`config.mk`:
```
export PLATFORM = sky130hd
export DESIGN_NAME = wr_fifo_packer
export DESIGN_NICKNAME = d
export VERILOG_FILES = /design/src/rtl/wr_fifo_pkg.sv /design/src/rtl/wr_fifo_skid.sv /design/src/rtl/wr_fifo_packer.sv
export SDC_FILE = /design/constraint.sdc
export NUM_CORES = 1
export LEC_CHECK = 0
export CELL_PAD_IN_SITES_DETAIL_PLACEMENT = 1
export CELL_PAD_IN_SITES_GLOBAL_PLACEMENT = 2
export CORE_UTILIZATION = 27
export CTS_CLUSTER_SIZE = 25
export DETAILED_ROUTE_END_ITERATION = 8
export PLACE_DENSITY_LB_ADDON = 0.1
export SLEW_MARGIN = 20
export SYNTH_ARGS = -nofsm -noshare
export SYNTH_HDL_FRONTEND = slang
export SYNTH_SLANG_ARGS = --single-unit
```
`constraint.sdc`:
```
create_clock -name clk -period 2.3 [get_ports clk]
set_input_delay 0.345 -clock clk [delete_from_list [all_inputs] [get_ports clk]]
set_output_delay 0.345 -clock clk [all_outputs]
set_load 0.01 [all_outputs]
```
`src/rtl/wr_fifo_pkg.sv`:
```
// Shared definitions for the pixel FIFO write packer and its read-side unpacker:
// pixel/word widths, colour field offsets and the write-side FSM encoding.
package wr_fifo_pkg;

    localparam int PIX_W  = 8;
    localparam int WORD_W = 24;
    localparam int R_LSB  = 16;
    localparam int G_LSB  = 8;
    localparam int B_LSB  = 0;

    typedef enum logic [1:0] {
        ST_IDLE   = 2'd0,
        ST_ACTIVE = 2'd1,
        ST_DRAIN  = 2'd2,
        ST_DONE   = 2'd3
    } state_t;

    function automatic logic [WORD_W-1:0] pack_pixel(input logic [PIX_W-1:0] r,
                                                      input logic [PIX_W-1:0] g,
                                                      input logic [PIX_W-1:0] b);
        logic [WORD_W-1:0] w;
        w = '0;
        w[R_LSB +: PIX_W] = r;
        w[G_LSB +: PIX_W] = g;
        w[B_LSB +: PIX_W] = b;
        return w;
    endfunction

endpackage

```
`src/rtl/wr_fifo_skid.sv`:
```
// Two-entry skid buffer between the pixel handshake and the FIFO write port.
// The caller never pushes when full nor pops when empty.
module wr_fifo_skid
    import wr_fifo_pkg::*;
(
    input  logic              clk,
    input  logic              rst,
    input  logic              push_i,
    input  logic              pop_i,
    input  logic [WORD_W-1:0] din_i,
    output logic [WORD_W-1:0] dout_o,
    output logic [1:0]        occ_o
);

    logic [WORD_W-1:0] head_q, head_d;
    logic [WORD_W-1:0] tail_q, tail_d;
    logic [1:0]        occ_q, occ_d;

    always_comb begin
        head_d = head_q;
        tail_d = tail_q;
        occ_d  = occ_q;
        case ({push_i, pop_i})
            2'b10: begin
                if (occ_q == 2'd0) head_d = din_i;
                else               tail_d = din_i;
                occ_d = occ_q + 2'd1;
            end
            2'b01: begin
                head_d = tail_q;
                occ_d  = occ_q - 2'd1;
            end
            2'b11: begin
                // Push and pop together keeps occupancy; the new word lands behind the survivor.
                if (occ_q == 2'd1) begin
                    head_d = din_i;
                end else begin
                    head_d = tail_q;
                    tail_d = din_i;
                end
            end
            default: ;
        endcase
    end

    always_ff @(posedge clk) begin
        if (rst) begin
            head_q <= '0;
            tail_q <= '0;
            occ_q  <= 2'd0;
        end else begin
            head_q <= head_d;
            tail_q <= tail_d;
            occ_q  <= occ_d;
        end
    end

    assign dout_o = head_q;
    assign occ_o  = occ_q;

endmodule

```
`src/rtl/wr_fifo_packer.sv`:
```
// Frame-aware pixel-to-FIFO write packer: one {R,G,B} word per accepted pixel, one frame per frame_start.
// Optional WR_FIFO_STALL_CNT_EN adds a saturating stall_cnt output counting cycles blocked by fifo_full.
module wr_fifo_packer
    import wr_fifo_pkg::*;
#(
    parameter int H_ACTIVE = 640,
    parameter int V_ACTIVE = 480
)(
    input  logic              clk,
    input  logic              rst,
    input  logic              frame_start,
    input  logic              pix_valid,
    output logic              pix_ready,
    input  logic [PIX_W-1:0]  pixel_r,
    input  logic [PIX_W-1:0]  pixel_g,
    input  logic [PIX_W-1:0]  pixel_b,
    input  logic              fifo_full,
    output logic              fifo_wr_en,
    output logic [WORD_W-1:0] fifo_data_wr,
    output logic              frame_done,
    output logic [9:0]        pix_x,
    output logic [8:0]        pix_y
`ifdef WR_FIFO_STALL_CNT_EN
    ,
    output logic [31:0]       stall_cnt
`endif
);

    localparam int FRAME_PIXELS = H_ACTIVE * V_ACTIVE;

    if (FRAME_PIXELS < 1 || H_ACTIVE > 1024 || V_ACTIVE > 512) begin : g_bad_geometry
        $error("wr_fifo_packer: frame geometry does not fit pix_x/pix_y");
    end

    state_t      state_q;
    logic [9:0]  pix_x_q;
    logic [8:0]  pix_y_q;
    logic        frame_done_q;
    logic [1:0]  occ;
    logic        accept;
    logic        last_x;
    logic        last_y;
    logic        drain_empty;

    assign pix_ready  = ~rst & (state_q == ST_ACTIVE) & (occ != 2'd2);
    assign fifo_wr_en = ~rst & (occ != 2'd0) & ~fifo_full;
    assign accept     = pix_valid & pix_ready;
    assign last_x     = (pix_x_q == 10'(H_ACTIVE - 1));
    assign last_y     = (pix_y_q == 9'(V_ACTIVE - 1));
    // Buffer is empty after this edge: lets DONE follow the final write by one cycle.
    assign drain_empty = (occ == 2'd0) | ((occ == 2'd1) & fifo_wr_en);

    wr_fifo_skid u_skid (
        .clk    (clk),
        .rst    (rst),
        .push_i (accept),
        .pop_i  (fifo_wr_en),
        .din_i  (pack_pixel(pixel_r, pixel_g, pixel_b)),
        .dout_o (fifo_data_wr),
        .occ_o  (occ)
    );

    always_ff @(posedge clk) begin
        if (rst) begin
            state_q      <= ST_IDLE;
            pix_x_q      <= 10'd0;
            pix_y_q      <= 9'd0;
            frame_done_q <= 1'b0;
        end else begin
            frame_done_q <= 1'b0;
            case (state_q)
                ST_IDLE: begin
                    if (frame_start) state_q <= ST_ACTIVE;
                end
                ST_ACTIVE: begin
                    if (accept) begin
                        if (last_x) begin
                            pix_x_q <= 10'd0;
                            if (last_y) begin
                                pix_y_q <= 9'd0;
                                state_q <= ST_DRAIN;
                            end else begin
                                pix_y_q <= pix_y_q + 9'd1;
                            end
                        end else begin
                            pix_x_q <= pix_x_q + 10'd1;
                        end
                    end
                end
                ST_DRAIN: begin
                    if (drain_empty) begin
                        state_q      <= ST_DONE;
                        frame_done_q <= 1'b1;
                    end
                end
                ST_DONE: begin
                    state_q <= ST_IDLE;
                end
                default: begin
                    state_q <= ST_IDLE;
                end
            endcase
        end
    end

    assign pix_x      = pix_x_q;
    assign pix_y      = pix_y_q;
    assign frame_done = frame_done_q;

`ifdef WR_FIFO_STALL_CNT_EN
    logic [31:0] stall_cnt_q;

    always_ff @(posedge clk) begin
        if (rst) begin
            stall_cnt_q <= 32'd0;
        end else if ((state_q == ST_IDLE) && frame_start) begin
            stall_cnt_q <= 32'd0;
        end else if ((occ != 2'd0) && fifo_full && (stall_cnt_q != 32'hFFFF_FFFF)) begin
            stall_cnt_q <= stall_cnt_q + 32'd1;
        end
    end

    assign stall_cnt = stall_cnt_q;
`endif

endmodule

```
# Yosys cells after proc, flatten, opt, wreduce, memory -nomap -nowiden
# Cells that the tools add are included.
# classes
bitwise,10
n_mux,16
eq_ne,18
add_sub_neg,4
reduce_logical,12
# op_table
operator,count
$mux W24,4
$pmux W24 S3,1
$pmux W24 S2,1
$ne A2 B2 Y1 const B,8
$add A10 B1 Y10 const B,1
$eq A10 B10 Y1 const B,1
$mux W10,1
$mux W2,5
$add A9 B1 Y9 const B,1
$eq A9 B9 Y1 const B,1
$mux W9,1
$eq A2 B2 Y1 const B,4
$pmux W2 S4,1
$and A1 B1 Y1,6
$eq A2 B1 Y1 const B,3
$reduce_and A3 Y1,2
$reduce_bool A2 Y1,3
$reduce_and A5 Y1,1
$logic_not A2 Y1,2
$pmux W2 S2,1
$reduce_and A2 Y1,2
$not A1 Y1,3
$reduce_bool A3 Y1,1
$add A2 B1 Y2 const B,1
5 further kinds,5
# totals
output_inout_bits,46
register_bits,72
word_cells,67
in_bits,29

# Depth between registers and ports, before layout
# logic_depth
depth_word,7
mapped_depth,11
depth_no_buf,9

# Cells and area by module
# From an unflattened synthesis, not the netlist that was laid out.
# unflattened
cells_unflattened,432
hier_area_um2,3732.3
# by_module_without_submodules
module,cells_each,seq_area_each_um2,n_inst,area_per_inst_um2
wr_fifo_skid,276,1001.0,1,2418.6
wr_fifo_packer,156,440.4,1,1313.8

# Worst setup path after synthesis
# Ideal clock, no wire load.
# synth_path
path_type,reg-to-reg
from,"reg u_skid.occ_q[0], in the netlist u_skid.occ_o[0]"
to,reg u_skid.tail_q[17]
n_path_buf,2
t_required_ns,2.229
arrival_time_ns,2.062
setup_time_ns,0.071
setup_slack_ns,0.167
synth_period_minus_slack_ns,2.133
path_stages_with_launch,12
path_cell_list,dfxtp_1 -> inv_1 -> ha_1 -> nand4bb_4 -> inv_2 -> buf_4 -> ha_1 -> nand2_1 -> o211ai_1 -> clkbuf_1 -> nand2_1 -> a21oi_1
# synth_between
elab_chain_cells,6
word_cells_on_any_way,15
classes_between,eq/ne (6); mux (1); bitwise (4); reduce/logical (4)
# synth_rtl
item,line_no,rtl
start: declaration,wr_fifo_skid.sv:17,"logic [1:0] occ_q, occ_d;"
start signal: assignment,wr_fifo_skid.sv:50,occ_q <= 2'd0;
start signal: assignment,wr_fifo_skid.sv:54,occ_q <= occ_d;
$ne A2 B2 Y1 / $reduce_bool A2 Y1 (equally long branches),"wr_fifo_packer.sv:45, wr_fifo_packer.sv:46",
$and A1 B1 Y1 (on tied branches),"wr_fifo_packer.sv:45, wr_fifo_packer.sv:46",
$and A1 B1 Y1 (on tied branches),"wr_fifo_packer.sv:47, wr_fifo_packer.sv:46",
$eq A2 B2 Y1,wr_fifo_skid.sv:23,"case ({push_i, pop_i})"
$ne A2 B2 Y1 (no line) / $reduce_bool A2 Y1 (equally long branches),--,
$reduce_and A3 Y1 (no line),--,
end signal: assignment,wr_fifo_skid.sv:53,tail_q <= tail_d;
end: declaration,wr_fifo_skid.sv:16,"logic [WORD_W-1:0] tail_q, tail_d;"
# Parallel ways exist; a longest one is shown, timed or not.
# A chain may end at the register's enable or synchronous reset.

# Final worst setup path
# layout_path
from,"reg u_skid.occ_q[0], in the netlist u_skid.occ_o[0]"
to,out fifo_wr_en
# layout_between
elab_chain_cells,3
# layout_rtl
item,line_no,rtl
$reduce_bool A2 Y1,wr_fifo_packer.sv:46,assign fifo_wr_en = ~rst & (occ != 2'd0) & ~fifo_full;
$and A1 B1 Y1 (2 in a row),wr_fifo_packer.sv:46,
end: declaration,wr_fifo_packer.sv:18,"output logic fifo_wr_en,"
# No other way between the ends.

==> flow_metrics.tcl <==
set metrics [dict create \
    holdPathStages 3 \
    syn_nets 413 \
    critPathKind "reg -> out" \
    post-cts-setup-buffers 0 \
    yosysSeqAreaShare 0.422 \
    cts_tree "yes" \
    cts_root_buffer "clkbuf_16" \
    drive_gt1_frac 0.197 \
    drtIter0Drc 54 \
    place.gp.congestion 0.718 \
    worstHoldPathType "in -> reg" \
    final_core_util 0.396 \
    holdPathEnd "pix_x[6]" \
    synth_edf_count 0 \
    cts.sinks 72 \
    io_pins 75 \
    worst_slack_ns 0.168 \
    num_rows 40 \
    reg2reg_to "u_skid.dout_o[0]" \
    ir_worst_vdd_mv 0.405 \
    nets 498 \
    ant_nets 0 \
    critPathLaunchType "register" \
    p_int_mw 2.86 \
    clockBufferDepth 2 \
    yosys_warnings 0 \
    netlist_area_mm2 0.00342 \
    first_pass_iters 4 \
    grt_start_max_net_pins 33 \
    post-route-period-util 0.927 \
    path_max_fanout 4 \
    wl_per_cell_um 14.9 \
    synth-seq-cells 72 \
    via_per_inst 4.72 \
    drc 0 \
    wirelength_um 9390 \
    worstHoldStart "rst" \
    setup-violations-final 0 \
    ys_async_sr_fraction 0 \
    critPathRequiredTime_ns 1.96 \
    seq_power_share 0.369 \
    grt_usage 0.153 \
    grt_first_pass_wirelength_um 15200 \
    synth.distinct_cells 49 \
    cts_buffers 9 \
    r2r-start "u_skid.occ_o[0]" \
    fin_skew_ns 0.00704 \
    worstPathArrival_ns 1.79 \
    period_minus_slack_ns 2.13 \
    status "complete, no violations" \
    pre_cts_slack_ns -0.0978 \
    switching_share 0.297 \
    area_growth_pct 40.8 \
    clock_power_share 0.347 \
    clk_latency_ns 0.34 \
    fmaxAchievable_mhz 469 \
    vias 2972 \
    p_total_mw 4.07 \
    die_area_mm2 0.0131 \
    fp.dieW_um 114 \
    relSlewSlack 0.657 \
    initial_utilization 0.281 \
    hold_viol_final 0 \
    rsz0062_at_grt "false" \
    critPathCaptureType "output pin" \
    hpwlAfterDp_um 6740 \
    final_cell_mix "dfxtp_1, clkdlybuf4s50_1, nand2_1" \
    fp.dieH_um 114 \
    overflow 0 \
    tightest_slew_ns 0.513 \
    fin_hold_ws_ns 0.415 \
    core_mm2 0.0122 \
    diodes 0 \
    htree_levels 3 \
    synth_ff_type "dfxtp_1" \
    pwr-share-comb 0.284 \
    p_sw_mw 1.21 \
    cts.clk_slew.worst_paths_ns 0.06 \
    total_leakage_power_nw 1.69 \
    grt_pass1_vias 3092 \
    rrSetupSlack_ns 0.19 \
    slew_viol_final 0 \
    grt_antenna_before_repair 0 \
    r2r_cells 10 \
    syn_avg_cell_area_um2 9.19 \
    synthCells 372 \
    p_per_area_mw_per_mm2 846 \
    placement.io_buffers 74 \
    nFillCells 1406 \
    max-cap-violations 0 \
]
-- power by group through the flow --
stage / Clock, mW / Sequential [mW] / Combinational [mW]
after detailed placement: 0 / 1.53 / 1.18
after floorplan: 0 / 1.56 / 0.632
after global routing: 1.51 / 1.52 / 1.28
after CTS: 1.47 / 1.51 / 1.18
after global placement: 0 / 1.53 / 1.16
final: 1.41 / 1.50 / 1.16
-- routing by layer --
metal	track usage	wire length, um	vias up	share of wire
met5	0	0	-	0
met4	0.0667	177	0	0.019
met3	0.0466	414	15	0.044
met2	0.271	4710	57	0.50
met1	0.170	4080	1417	0.43
li1	-	-	1483	-
-- worst max-delay path by stage --
stage,from,to,depth (start not counted)
after floorplan,u_skid.occ_o[0],u_skid.tail_q[17],11
after global placement,fifo_full,u_skid.dout_o[3],9
after detailed placement,fifo_full,u_skid.tail_q[13],8
after CTS,u_skid.occ_o[0],u_skid.tail_q[17],9
after global routing,u_skid.occ_o[0],u_skid.dout_o[3],10
final,u_skid.occ_o[0],fifo_wr_en,6
-- worst max-delay path: stages (launching register included) --
cell and delay [ns]:
dfxtp_2 0.34, inv_1 0.06, ha_1 0.24, or3_4 0.36
clkinv_2 0.06, buf_4 0.12, dlygate4sd2_1 0.27
-- cell type report --
class / count / area [um^2] / share of cell area
multi-input combinational: 262 / 1800 / 0.374
tap: 168 / 210 / 0.0437
inverter: 14 / 53.8 / 0.0112
sequential: 72 / 1440 / 0.300
clock buffer: 11 / 243 / 0.0504
timing repair buffer: 98 / 1000 / 0.209
clock inverter: 5 / 56.3 / 0.0117
-- sequential cells by signal, summed over array words and instances, names as in the netlist --
signal and count:
u_skid.occ_o 2, pix_x 10, pix_y 9, u_skid.dout_o 24, state_q 2, frame_done 1
u_skid.tail_q 24
-- cells by family (layout without fill, tap and decap cells) --
kind of cell             Yosys count  after routing  synth area share
AND/OR/NAND/NOR                  135            135             0.192
AO/OA/AOI/OAI                    104            104             0.260
flip-flops                        72             72             0.422
buffers and inverters             38            128            0.0549
adder cells (fa/ha/maj)           12             12            0.0439
XOR/XNOR                          11             11            0.0282
-- stage by stage --
step / area (um^2) / instances / TNS [ns]
floorplan: 3420 / 372 / 0
global placement: 4510 / 614 / 0
detailed placement: 4510 / 614 / -2.47
CTS: 4810 / 630 / 0
global route: 4810 / 630 / 0
finish: 4810 / 630 / 0
-- Yosys cell counts (2+ instances only) --
cell / instances / area (um^2)
a211oi_2: 20 / 250
a22oi_2: 20 / 250
xor2_1: 9 / 78.8
a21oi_1: 36 / 180
o21a_1: 2 / 15.0
o21ai_0: 7 / 35.0
buf_6: 3 / 33.8
ha_1: 12 / 150
clkbuf_1: 10 / 37.5
buf_1: 2 / 7.51
and2_1: 2 / 12.5
inv_1: 12 / 45.0
o31a_1: 2 / 17.5
dfxtp_1: 72 / 1440
a211oi_1: 5 / 37.5
buf_4: 4 / 30.0
nor2_1: 37 / 139
and3_1: 4 / 25.0
nor4_1: 2 / 12.5
buf_2: 4 / 20.0
nor3_1: 2 / 10.0
a22oi_1: 4 / 30.0
or3_1: 5 / 31.3
xnor2_1: 2 / 17.5
and4_1: 3 / 26.3
nand3_1: 7 / 35.0
nand4_1: 6 / 37.5
nand2_1: 57 / 214
-- repair_timing --
item,4_1_cts,5_1_grt
setup endpoints to repair,1,45
gates resized for setup,1,3
hold buffers,0,0
gates cloned,0,0
endpoints found under the hold margin,0,0
Note: power is estimated with default switching activity, not from simulation.
==> variant, RTL diff (config.mk and constraints unchanged) <==
The 4 states of `state_t` get a one-hot encoding in 4 bits.
--- a/src/rtl/wr_fifo_pkg.sv
+++ b/src/rtl/wr_fifo_pkg.sv
@@ -8,11 +8,11 @@
     localparam int G_LSB  = 8;
     localparam int B_LSB  = 0;
 
-    typedef enum logic [1:0] {
-        ST_IDLE   = 2'd0,
-        ST_ACTIVE = 2'd1,
-        ST_DRAIN  = 2'd2,
-        ST_DONE   = 2'd3
+    typedef enum logic [3:0] {
+        ST_IDLE   = 4'b0001,
+        ST_ACTIVE = 4'b0010,
+        ST_DRAIN  = 4'b0100,
+        ST_DONE   = 4'b1000
     } state_t;
 
     function automatic logic [WORD_W-1:0] pack_pixel(input logic [PIX_W-1:0] r,
Behaviour: no difference found for any inputs over 10 cycles, from zero or initial values and one cycle with rst high; not proved beyond that.
==> variant against the unedited design <==
Core utilization up 1.5 points. Design area up 2.0%. Worst setup slack worse by 80 ps. Critical path type unchanged. Sequential cell count up 2. Largest cell class unchanged. Wire length up 9.0%. Synthesized area down 3.3%. Final cell count unchanged. Fmax down 3.6%.
Power is not compared: it rests on default switching activity, and its combinational part moved more than twofold at a synthesized area within 25%.
==> variant: results (changes against the unedited design) <==
Run status: completed (unchanged)
Min Tclk post-route: 2210 ps (was 2130 ps)
DP Worst Slack: -101 ps (was -97.8 ps)
Layout Skew: 4.70 ps (was 7.04 ps)
Gpl congestion: 0.696 (was 0.718)
First-pass GRT wire length: 16400 microns (was 15200 microns)
Clock-cell share: 6.27% (was 6.21%)
Hold Crit Start: u_skid.tail_q[6] (was rst)
Num sequential: 74 (was 72)
Post-synth cell types: 52 (was 49)
Mean Syn Cell Area: 8.62 sq um (was 9.19 sq um)
Synth Area in Compound Gates: 23.0% (was 26.0%)
Hold slack: 454 ps (was 415 ps)
Sequential area share after synthesis: 44.8% (was 42.2%)
Buffer share of cell area: 23.1% (was 20.9%)
Mux cell area share after synthesis: 0.644% (was 0%)
Min-delay worst type: flop to flop (was input port to flop)
FF-to-FF setup slack: 120 ps (was 190 ps)
#MultiIn Comb: 278 (was 262)
Nets@finish: 517 (was 498)
Seq/total area: 30.2% (was 30.0%)
# fillers: 1367 (was 1406)
Synth top cells by count: 74 x dfxtp_1, 58 x nand2_1, 31 x a21oi_1, 31 x nor2_1, 29 x a211oi_1 (was 72 x dfxtp_1, 57 x nand2_1, 37 x nor2_1)
Adder-Cell Fraction of Synth Area: 3.03% (was 4.39%)
Met2 Track Usage GR: 27.3% (was 27.1%)
Largest net degree at the start of global routing: 44 (was 33)
Max_slew headroom: 67.0% (was 65.7%)
Bufs w/o clock: 110 (was 98)
DRT iter0 DRCs: 108 (was 54)
Area after DPL: 0.00441 sq mm (was 0.00451 sq mm)
Met3 Use GR: 4.10% (was 4.66%)
[variant: cell count changes in the layout (fill, tap and decap cells not counted), sizes merged, moves of 6 or more]
cell   unedited run  this run
nand3             7        14
buf              25        35
inv              13         7
nor3              2         9
[variant: timing repair]
item / in CTS / in global routing
setup buffers: 1 / 2
pin swaps: 2 / 15
cloned: 0 / 4
endpoints found under the setup margin: 2 / 48
resized for setup: 5 / 29
[variant: metal layers]
metal	share of wire (%)	vias up
li1	-	1602
met4	1.4	0
met3	3.8	10
met5	0	-
met2	48	60
met1	47	1534
[variant: worst min-delay path by stage]
stage                       end  cells after the start
2_1_floorplan  u_skid.tail_q[0]                      2
3_3_place_gp   u_skid.tail_q[2]                      2
3_5_place_dp   u_skid.tail_q[6]                      2
4_1_cts        u_skid.tail_q[6]                      2
5_1_grt        u_skid.tail_q[6]                      2
6_report       u_skid.tail_q[6]                      2
